### src/rtl/mem_arbiter_if.sv
// Requester and memory bus for the two-port memory arbiter.
// slave: arbiter side; master: requesters plus memory side.
interface mem_arbiter_if #(
    parameter int unsigned AW = 16,
    parameter int unsigned DW = 16
);
    logic          Req0;
    logic          Req1;
    logic [AW-1:0] Addr0;
    logic [AW-1:0] Addr1;
    logic [DW-1:0] WData0;
    logic [DW-1:0] WData1;
    logic          Wr0;
    logic          Wr1;
    logic          Gnt0;
    logic          Gnt1;
    logic          Ack0;
    logic          Ack1;
    logic [DW-1:0] RData;
    logic [AW-1:0] MemAddr;
    logic [DW-1:0] MemDout;
    logic          MemW;
    logic [DW-1:0] MemDin;
    logic          Busy;

    modport slave (
        input  Req0, Req1, Addr0, Addr1, WData0, WData1, Wr0, Wr1, MemDin,
        output Gnt0, Gnt1, Ack0, Ack1, RData, MemAddr, MemDout, MemW, Busy
    );

    modport master (
        output Req0, Req1, Addr0, Addr1, WData0, WData1, Wr0, Wr1, MemDin,
        input  Gnt0, Gnt1, Ack0, Ack1, RData, MemAddr, MemDout, MemW, Busy
    );
endinterface

### src/rtl/mem_arbiter.sv
// Two-requester arbiter in front of a synchronous memory, one transfer in flight.
// Define MEM_ARBITER_FIXED_PRIORITY_EN for fixed priority (requester 0 wins), else round-robin.
module mem_arbiter #(
    parameter int unsigned AW = 16,
    parameter int unsigned DW = 16
) (
    input  logic          Clock,
    input  logic          Resetn,
    mem_arbiter_if.slave  bus
);

    typedef enum logic [1:0] {StIdle, StIssue, StWait, StResp} state_e;

    state_e        state_q, state_d;
    logic          owner_q, owner_d;
    logic [AW-1:0] mem_addr_q, mem_addr_d;
    logic [DW-1:0] mem_dout_q, mem_dout_d;
    logic          mem_w_q, mem_w_d;
    logic [DW-1:0] rdata_q, rdata_d;
    logic          winner;

`ifdef MEM_ARBITER_FIXED_PRIORITY_EN
    always_comb begin
        winner = ~bus.Req0;
    end
`else
    logic last_q, last_d;

    // On a tie the requester that was not served last wins.
    always_comb begin
        if (bus.Req0 && bus.Req1) begin
            winner = ~last_q;
        end else begin
            winner = bus.Req1 & ~bus.Req0;
        end
    end

    always_ff @(posedge Clock or negedge Resetn) begin
        if (!Resetn) begin
            last_q <= 1'b1;
        end else begin
            last_q <= last_d;
        end
    end
`endif

    always_comb begin
        state_d    = state_q;
        owner_d    = owner_q;
        mem_addr_d = mem_addr_q;
        mem_dout_d = mem_dout_q;
        mem_w_d    = mem_w_q;
        rdata_d    = rdata_q;
`ifndef MEM_ARBITER_FIXED_PRIORITY_EN
        last_d     = last_q;
`endif
        unique case (state_q)
            StIdle: begin
                if (bus.Req0 || bus.Req1) begin
                    owner_d    = winner;
                    mem_addr_d = winner ? bus.Addr1 : bus.Addr0;
                    mem_dout_d = winner ? bus.WData1 : bus.WData0;
                    mem_w_d    = winner ? bus.Wr1 : bus.Wr0;
`ifndef MEM_ARBITER_FIXED_PRIORITY_EN
                    last_d     = winner;
`endif
                    state_d    = StIssue;
                end
            end
            StIssue: begin
                mem_w_d = 1'b0;
                state_d = StWait;
            end
            StWait: begin
                // Memory output for the captured address is valid here.
                rdata_d = bus.MemDin;
                state_d = StResp;
            end
            StResp: begin
                state_d = StIdle;
            end
            default: begin
                state_d = StIdle;
            end
        endcase
    end

    always_ff @(posedge Clock or negedge Resetn) begin
        if (!Resetn) begin
            state_q    <= StIdle;
            owner_q    <= 1'b0;
            mem_addr_q <= '0;
            mem_dout_q <= '0;
            mem_w_q    <= 1'b0;
            rdata_q    <= '0;
        end else begin
            state_q    <= state_d;
            owner_q    <= owner_d;
            mem_addr_q <= mem_addr_d;
            mem_dout_q <= mem_dout_d;
            mem_w_q    <= mem_w_d;
            rdata_q    <= rdata_d;
        end
    end

    // Strobes decode from registered state so reset clears them immediately.
    assign bus.Gnt0    = (state_q == StIssue) && !owner_q;
    assign bus.Gnt1    = (state_q == StIssue) && owner_q;
    assign bus.Ack0    = (state_q == StResp) && !owner_q;
    assign bus.Ack1    = (state_q == StResp) && owner_q;
    assign bus.Busy    = (state_q != StIdle);
    assign bus.RData   = rdata_q;
    assign bus.MemAddr = mem_addr_q;
    assign bus.MemDout = mem_dout_q;
    assign bus.MemW    = mem_w_q;

endmodule

### src/flat_wrapper.sv
// flat-port wrapper written by rule: the top's interface ports become plain ports
module mem_arbiter_flat 
#(
    parameter int unsigned AW = 16,
    parameter int unsigned DW = 16
)
  (Clock, Resetn, bus_Req0, bus_Req1, bus_Addr0, bus_Addr1, bus_WData0, bus_WData1, bus_Wr0, bus_Wr1, bus_MemDin, bus_Gnt0, bus_Gnt1, bus_Ack0, bus_Ack1, bus_RData, bus_MemAddr, bus_MemDout, bus_MemW, bus_Busy);
  mem_arbiter_if #(.AW(AW), .DW(DW)) bus_i ();
  input  logic Clock;
  input  logic Resetn;
  input wire logic [$bits(bus_i.Req0)-1:0] bus_Req0;
  input wire logic [$bits(bus_i.Req1)-1:0] bus_Req1;
  input wire logic [$bits(bus_i.Addr0)-1:0] bus_Addr0;
  input wire logic [$bits(bus_i.Addr1)-1:0] bus_Addr1;
  input wire logic [$bits(bus_i.WData0)-1:0] bus_WData0;
  input wire logic [$bits(bus_i.WData1)-1:0] bus_WData1;
  input wire logic [$bits(bus_i.Wr0)-1:0] bus_Wr0;
  input wire logic [$bits(bus_i.Wr1)-1:0] bus_Wr1;
  input wire logic [$bits(bus_i.MemDin)-1:0] bus_MemDin;
  output wire logic [$bits(bus_i.Gnt0)-1:0] bus_Gnt0;
  output wire logic [$bits(bus_i.Gnt1)-1:0] bus_Gnt1;
  output wire logic [$bits(bus_i.Ack0)-1:0] bus_Ack0;
  output wire logic [$bits(bus_i.Ack1)-1:0] bus_Ack1;
  output wire logic [$bits(bus_i.RData)-1:0] bus_RData;
  output wire logic [$bits(bus_i.MemAddr)-1:0] bus_MemAddr;
  output wire logic [$bits(bus_i.MemDout)-1:0] bus_MemDout;
  output wire logic [$bits(bus_i.MemW)-1:0] bus_MemW;
  output wire logic [$bits(bus_i.Busy)-1:0] bus_Busy;
  assign bus_i.Req0 = bus_Req0;
  assign bus_i.Req1 = bus_Req1;
  assign bus_i.Addr0 = bus_Addr0;
  assign bus_i.Addr1 = bus_Addr1;
  assign bus_i.WData0 = bus_WData0;
  assign bus_i.WData1 = bus_WData1;
  assign bus_i.Wr0 = bus_Wr0;
  assign bus_i.Wr1 = bus_Wr1;
  assign bus_i.MemDin = bus_MemDin;
  assign bus_Gnt0 = bus_i.Gnt0;
  assign bus_Gnt1 = bus_i.Gnt1;
  assign bus_Ack0 = bus_i.Ack0;
  assign bus_Ack1 = bus_i.Ack1;
  assign bus_RData = bus_i.RData;
  assign bus_MemAddr = bus_i.MemAddr;
  assign bus_MemDout = bus_i.MemDout;
  assign bus_MemW = bus_i.MemW;
  assign bus_Busy = bus_i.Busy;
  mem_arbiter #(.AW(AW), .DW(DW)) u_core (.Clock(Clock), .Resetn(Resetn), .bus(bus_i));
endmodule
### config.mk
export PLATFORM = sky130hd
export DESIGN_NAME = mem_arbiter_flat
export DESIGN_NICKNAME = d
export VERILOG_FILES = /design/src/rtl/mem_arbiter_if.sv /design/src/rtl/mem_arbiter.sv /design/src/flat_wrapper.sv
export SDC_FILE = /design/constraint.sdc
export NUM_CORES = 1
export LEC_CHECK = 0
export BUFFER_PORTS_ARGS = -buffer_cell sky130_fd_sc_hd__clkbuf_2
export CAP_MARGIN = 30
export CELL_PAD_IN_SITES_DETAIL_PLACEMENT = 0
export CELL_PAD_IN_SITES_GLOBAL_PLACEMENT = 1
export CORE_UTILIZATION = 34
export DETAILED_ROUTE_END_ITERATION = 10
export HOLD_SLACK_MARGIN = 0.06
export PLACE_DENSITY = 0.92
export SETUP_SLACK_MARGIN = 0.2
export SLEW_MARGIN = 25
export SYNTH_ARGS = -nofsm -noshare
export SYNTH_HDL_FRONTEND = slang
export SYNTH_SLANG_ARGS = --single-unit
### constraint.sdc
create_clock -name Clock -period 3.45 [get_ports Clock]
set_input_delay 0.1725 -clock Clock [delete_from_list [all_inputs] [get_ports Clock]]
set_output_delay 0.1725 -clock Clock [all_outputs]
set_load 0.1 [all_outputs]
==> out/qor.yml, run 1 <==
layout:
  final_cells: 437
  diodes: 0
  final_util_pct: 48.0
  syn_to_final_growth_pct: 37.0
  finalNetCount: 430
  layout_common_cells: "139 x clkbuf_2, 52 x dfrtp_1, 33 x mux2i_1, 33 x nand2_1, 33 x o21ai_1"
  layout-drive-gt1-share_pct: 47.8
  layout_commonest_cell: "clkbuf_2"
grt:
  grt_pass1_vias: 1864
  grt_pass1_wl_um: 8490
  grtUsageTotal_pct: 14.6
  grt_overflow: 0
  grt_max_degree: 39
  antenna_found_initial: 0
synth:
  synth.area.mux_share_pct: 22.1
  synth_top_family_by_area: "multiplexers"
  synth-xor-area-share_pct: 0
  syn_inst: 204
  ys_warn_count: 0
  synthesis.area_um2: 2380
  synth.distinct_cells: 26
  synthAdderAreaFrac_pct: 2.10
  synth_top_flop_cell: "dfrtp_1"
  ys_seq_area_share_pct: 55.7
  synth_async_sr_flop_share_pct: 100
  synth-edff-count: 0
  synth_nets: 294
  synth_area_per_cell_um2: 11.7
  ys_ff_latch: 53
  synth_compound_area_share_pct: 8.56
  synth-simple-area-share_pct: 7.67
clocking:
  cts_max_level: 2
  clk_root_buffer_cell: "clkbuf_8"
  ctsLongestPathBuffers: 2
  cts.sinks: 53
  cts_tree: "yes"
  cts_hold_buf: 1
  clkTransAtPathRegs_ns: 0.09
  cts_resized: 0
  cts_buffers: 5
  clk_latency_ns: 0.30
  post-cts-setup-buffers: 0
route:
  drc: 0
  drt_iter0_drc: 28
  post_drt_wl_per_cell_um: 11.4
  ant_nets: 0
  wirelength_um: 4990
  dr_total_vias: 1899
  avgViaCountPerCell: 4.35
  dr.pass1.iters: 4
placement:
  port_buffers: 139
  gp_congestion: 0.704
  place_hpwl_um: 3880
  dpl.cell_count: 428
timing:
  slew_viol_final: 0
  tightest_slew_ns: 0.742
  max_freq_ghz: 0.539
  hold_slack_ns: 0.0817
  hold_violations: 0
  skew_ns: 0.0116
  rsz0062_at_grt: "no"
  finalSetupTns_ns: 0
  fin_crit_sh_pct: 53.8
  period_needed_ns: 1.86
  slew-limit-headroom_pct: 50.5
  setup_viol: 0
setup_path:
  cp.arrival_ns: 2.05
  cp.required_ns: 3.65
  crit_fanout: 38
  critPathCaptureType: "flop"
  start_kind: "flop"
  path_class: "reg -> reg"
floorplan:
  rows: 30
  dieHeight_um: 85.7
  initial_utilization_pct: 35.1
  die_w_um: 85.7
  die-area_um2: 7350
  pin_count: 140
  core_um2: 6790
job:
  max_cap_violations: 0
status:
  status: "completed"
min_path:
  hold_class: "in -> reg"
cells in the mapped netlist, types with 2 or more instances:
cell type	n	area (µm²)
nor2b_1	2	12.5
mux2_2	7	78.8
ha_1	4	50.1
clkbuf_1	4	15.0
nand2_1	33	124
a21oi_1	2	10.0
mux2i_1	33	330
buf_6	3	33.8
and2_1	2	12.5
inv_1	2	7.51
o21ai_1	34	170
mux2_1	9	101
buf_2	5	25.0
dfrtp_1	52	1300
layout make-up:
type | count | area (µm²)
Multi-Input combinational cell | 135 | 980
Clock buffer | 7 | 96.3
Tap cell | 96 | 120
Sequential cell | 53 | 1330
Inverter | 3 | 11.3
Fill cell | 652 | 3530
Timing Repair Buffer | 142 | 721
Clock inverter | 1 | 8.76
kinds of logic after synthesis:
group	Yosys count
compound gates	39
fa+ha+maj	4
buf+inv	16
flops	53
mux	50
simple gates	42
flip-flops by register name, indices dropped and copies added (netlist names):
register            flops
u_core.bus.MemAddr     16
u_core.bus.MemDout     16
u_core.bus.MemW         1
u_core.bus.RData       16
u_core.last_q           1
u_core.owner_q          1
u_core.state_q          2
layer usage:
layer | vias up | routed length [µm] | GRT usage (%)
met1 | 845 | 2170 | 18.3
met3 | 5 | 328 | 3.66
met2 | 81 | 2440 | 25.2
li1 | 968 | - | -
met4 | 0 | 50 | 3.64
met5 | - | 0 | 0
critical path, cell delays in order, from the launching register on:
cell,delay (ns)
dfrtp_1,0.41
inv_1,0.08
ha_1,0.30
o21ai_4,0.31
buf_4,0.45
nand3_1,0.12
o31ai_1,0.08
worst paths after layout:
kind	slack, ns	depth (start not counted)	to	startpoint
setup / recovery	1.59	6	u_core.bus.MemW$_DFFE_PN0P_	u_core.state_q[0]$_DFFE_PN0P_
hold / removal	0.08	2	u_core.bus.RData[12]$_DFFE_PN0N_	bus_MemDin[12]
setup reg to reg	1.59	6	u_core.bus.MemW$_DFFE_PN0P_	u_core.state_q[0]$_DFFE_PN0P_
hold reg to reg	0.49	2	u_core.bus.MemAddr[4]$_DFFE_PN0P_	u_core.bus.MemAddr[4]$_DFFE_PN0P_
max in group asynchronous	2.21	3	u_core.bus.MemDout[0]$_DFFE_PN0P_	Resetn
min in group asynchronous	0.43	2	u_core.bus.RData[4]$_DFFE_PN0N_	Resetn
through the flow:
stage	area, µm²	worst slack [ns]
floorplan	2380	1.26
global placement	3140	1.50
detailed placement	3150	1.58
CTS	3260	1.55
global route	3260	1.36
finish	3260	1.59
Power of run 1 is not shown: default switching activity piles up to over one toggle a cycle in this logic, so the estimate is an artifact.
==> run 2: changes to the inputs <==
CORE_UTILIZATION = 29   (was 34)
PLACE_DENSITY = 0.84   (was 0.92)
clock period = 1.7 ns   (was 3.45 ns; I/O delays follow)
==> out/qor.yml, run 2 (synthesis results as in run 1) <==
status:
  status: "completed"
layout:
  layout-drive-gt1-share_pct: 44.4
  final_cells: 496
  nFillCells: 751
  layout_common_cells: "134 x clkbuf_2, 52 x dfrtp_1, 47 x dlygate4sd3_1"
  finalNetCount: 483
  multi_input_area_um2: 1010
  diodes: 0
  syn_to_final_growth_pct: 62.7
  layout_commonest_cell: "clkbuf_2"
  regArea_um2: 1330
setup_path:
  reg2reg_slack_ns: 0.17
  regToRegEndpoint: "u_core.state_q[1]$_DFFE_PN0P_"
  cp.required_ns: 1.89
  crit_fanout: 4
  reg2reg_depth: 5
  cp.arrival_ns: 1.71
  r2r-start: "u_core.state_q[1]$_DFFE_PN0P_"
  path_class: "reg -> reg"
  critPathCaptureType: "flop"
  start_kind: "flop"
  startpoint: "u_core.state_q[1]$_DFFE_PN0P_"
timing:
  fin_crit_sh_pct: 89.7
  slew-limit-headroom_pct: 56.3
  finalSetupTns_ns: 0
  setup_viol: 0
  tightest_slew_ns: 0.656
  fin_ws_ns: 0.175
  period_needed_ns: 1.53
  skew_ns: 0.00590
  max_freq_ghz: 0.656
  slew_viol_final: 0
  rsz0062_at_grt: "yes"
  hold_violations: 0
grt:
  grt_pass1_vias: 2225
  grt_overflow: 0
  antenna_found_initial: 0
  grt_max_degree: 54
  grtUsageTotal_pct: 14.4
  grt_pass1_wl_um: 9820
floorplan:
  die-area_um2: 8580
  initial_utilization_pct: 30.4
  core_um2: 7850
  dieHeight_um: 92.6
  pin_count: 140
  die_w_um: 92.6
  rows: 32
route:
  ant_nets: 0
  dr.pass1.iters: 4
  wirelength_um: 6140
  drt_iter0_drc: 34
  avgViaCountPerCell: 4.24
  post_drt_wl_per_cell_um: 12.4
  dr_total_vias: 2103
  drc: 0
clocking:
  cts_max_level: 2
  clk_root_buffer_cell: "clkbuf_8"
  cts_buffers: 5
  clk_latency_ns: 0.29
  clkTransAtPathRegs_ns: 0.09
  ctsLongestPathBuffers: 2
  cts.sinks: 53
  cts_tree: "yes"
min_path:
  hold_path.startpoint: "bus_Addr1[0]"
  holdPathEnd: "u_core.bus.MemAddr[0]$_DFFE_PN0P_"
  whs_path_depth: 3
  hold_class: "in -> reg"
placement:
  place_hpwl_um: 4090
  pre_cts_ws_ns: 0.176
  dpl.cell_count: 437
  port_buffers: 139
  gp_congestion: 0.678
job:
  max_cap_violations: 0
==> run 2: cell count changes in the layout (fill, tap and decap cells not counted), moves of 3 or more <==
cell / before / now
buf_12: 0 / 4
buf_4: 2 / 5
buf_6: 0 / 4
clkbuf_2: 139 / 134
dlygate4sd3_1: 1 / 47
==> run 2: worst max path at each step <==
| stage | cells past startpoint | endpoint | slack [ns] |
|---|---|---|---|
| 4_1_cts | 5 | u_core.state_q[1]$_DFFE_PN0P_ | 0.19 |
| 5_1_grt | 4 | bus_Gnt0 | 0.12 |
| 3_3_place_gp | 5 | u_core.state_q[1]$_DFFE_PN0P_ | 0.21 |
| 2_1_floorplan | 3 | bus_Gnt0 | 0.09 |
| 3_5_place_dp | 5 | u_core.state_q[1]$_DFFE_PN0P_ | 0.18 |
| 6_report | 5 | u_core.state_q[1]$_DFFE_PN0P_ | 0.17 |
==> run 2: worst max-delay path, stage by stage, from the launching register on <==
cell and delay, ns:
dfrtp_1 0.43, inv_2 0.10, ha_4 0.22, inv_12 0.04, or3_4 0.32, mux2_4 0.30
==> run 2: layout make-up <==
type	instances	area share (%)
clock buffer	7	1.97
sequential	53	34.3
tap	102	3.29
inverter	3	0.613
clock inverter	1	0.194
timing repair buffer	194	33.6
multi-input combinational	136	26.0
==> run 2: what timing repair did <==
| item | in CTS | in global routing |
|---|---|---|
| hold buffers | 47 | 0 |
| cloned | 0 | 1 |
| pin swaps | 1 | 1 |
| setup buffers | 2 | 1 |
| gates resized for setup | 4 | 6 |
| endpoints found under the hold margin | 85 | 0 |
| setup endpoints to repair | 5 | 43 |
==> run 2: per-stage QoR <==
step | area [µm²] | util (%) | hold WS, ns
5_1_grt | 3870 | 49.4 | 0.0703
6_report | 3870 | 49.4 | 0.0679
4_1_cts | 3840 | 49.0 | 0.0603
3_3_place_gp | 3260 | 41.6 | 0.241
3_5_place_dp | 3260 | 41.6 | 0.262
2_1_floorplan | 2410 | - | -0.211
==> run 2: per-layer routing <==
layer / GRT usage (%) / routed length, µm
met1: 16.8 / 2470
met2: 26.9 / 3330
met3: 1.72 / 244
met4: 5.38 / 93
met5: 0 / 0
Power of run 2 is left out for the same reason.
==> run 3: changes to the inputs <==
BUFFER_PORTS_ARGS = unset   (was -buffer_cell sky130_fd_sc_hd__clkbuf_2)
CORE_UTILIZATION = 49   (was 29)
DONT_BUFFER_PORTS = 1   (was unset)
PLACE_DENSITY = 0.91   (was 0.84)
clock period = 1.8 ns   (was 1.7 ns; I/O delays follow)
==> out/qor.yml, run 3 (synthesis results as in run 1) <==
status:
  status: "completed"
layout:
  syn_to_final_growth_pct: 64.2
  layout-drive-gt1-share_pct: 26.4
  finalNetCount: 437
  nFillCells: 265
  layout_common_cells: "85 x dlygate4sd3_1, 58 x buf_4, 52 x dfrtp_1"
  postLayoutCellArea_um2: 3910
  layout_commonest_cell: "dlygate4sd3_1"
  diodes: 0
floorplan:
  pin_count: 140
  rows: 25
  core_um2: 4690
  dieHeight_um: 71.7
  die-area_um2: 5140
  die_w_um: 71.7
  initial_utilization_pct: 50.8
route:
  dr.pass1.iters: 4
  wirelength_um: 7140
  avgViaCountPerCell: 5.18
  ant_nets: 0
  drt_iter0_drc: 108
  drc: 0
  dr_total_vias: 2083
  post_drt_wl_per_cell_um: 17.8
timing:
  rsz0062_at_grt: "no"
  setup_viol: 0
  period_needed_ns: 1.62
  slew-limit-headroom_pct: 62.9
  skew_ns: 0.0103
  fin_crit_sh_pct: 89.8
  tightest_slew_ns: 0.554
  slew_viol_final: 0
  finalSetupTns_ns: 0
  hold_violations: 0
  max_freq_ghz: 0.619
placement:
  port_buffers: 0
  place_hpwl_um: 3350
  place_area_um2: 2860
  gp_congestion: 0.731
setup_path:
  start_kind: "flop"
  critPathCaptureType: "output port"
  path_class: "reg -> out"
  cp.arrival_ns: 1.53
  cp.required_ns: 1.71
  crit_fanout: 3
clocking:
  cts.sinks: 53
  clk_root_buffer_cell: "clkbuf_8"
  cts_max_level: 2
  ctsLongestPathBuffers: 2
  clkTransAtPathRegs_ns: 0.10
  cts_tree: "yes"
  cts_buffers: 5
  clk_latency_ns: 0.31
grt:
  grt_max_degree: 54
  grt_pass1_wl_um: 10600
  grt_pass1_vias: 2221
  antenna_found_initial: 0
  grt_overflow: 0
  grtUsageTotal_pct: 27.8
min_path:
  hold_class: "in -> reg"
job:
  max_cap_violations: 0
[run 3: path summary, 6_finish.rpt]
path                                                   from                           endpoint  slack (ns)  depth (start not counted)
setup / recovery              u_core.state_q[0]$_DFFE_PN0P_                           bus_Ack0        0.18                          4
min in group asynchronous                            Resetn  u_core.bus.MemDout[0]$_DFFE_PN0P_        0.31                          2
hold reg to reg            u_core.bus.RData[13]$_DFFE_PN0N_   u_core.bus.RData[13]$_DFFE_PN0N_        0.49                          1
hold / removal                                     bus_Req1  u_core.bus.MemAddr[2]$_DFFE_PN0P_        0.13                          3
max in group asynchronous                            Resetn          u_core.last_q$_DFFE_PN1P_        1.22                          2
setup reg to reg              u_core.state_q[1]$_DFFE_PN0P_      u_core.state_q[1]$_DFFE_PN0P_        0.22                          5
[run 3: worst max-delay path: stages, from the launching register on]
cell and delay (ns):
dfrtp_1 0.45, buf_4 0.16, ha_1 0.21, nor2b_2 0.16, buf_4 0.23
[run 3: metal layers]
layer	up-vias	part of all wire, %	global-route usage [%]
li1	989	-	-
met3	33	4.3	5.49
met5	-	0	0
met1	963	35	28.8
met2	98	56	52.1
met4	0	4.9	15.3
[run 3: repair_timing]
item,4_1_cts,5_1_grt
setup buffers,0,4
pin swaps,0,1
endpoints found under the hold margin,105,0
setup endpoints to repair,3,3
hold buffers,86,0
resized for setup,2,7
[run 3: layout make-up]
class	count	area (µm²)	share of cell area (%)
clock buffer	5	68.8	1.76
multi-input combinational	135	998	25.5
inverter	3	16.3	0.416
timing repair buffer	149	1420	36.2
tap	54	67.6	1.73
clock inverter	3	17.5	0.448
sequential	53	1330	33.9
[run 3: metrics by stage]
step	util, %	hold slack [ns]	setup WS, ns	instances
after floorplan	-	-0.206	0.162	204
after CTS	81.7	0.232	0.181	397
final	83.4	0.126	0.183	402
after global routing	83.4	0.135	0.136	402
after global placement	61.0	-0.205	0.258	303
after detailed placement	61.0	-0.205	0.208	303
Power of run 3 is left out for the same reason.
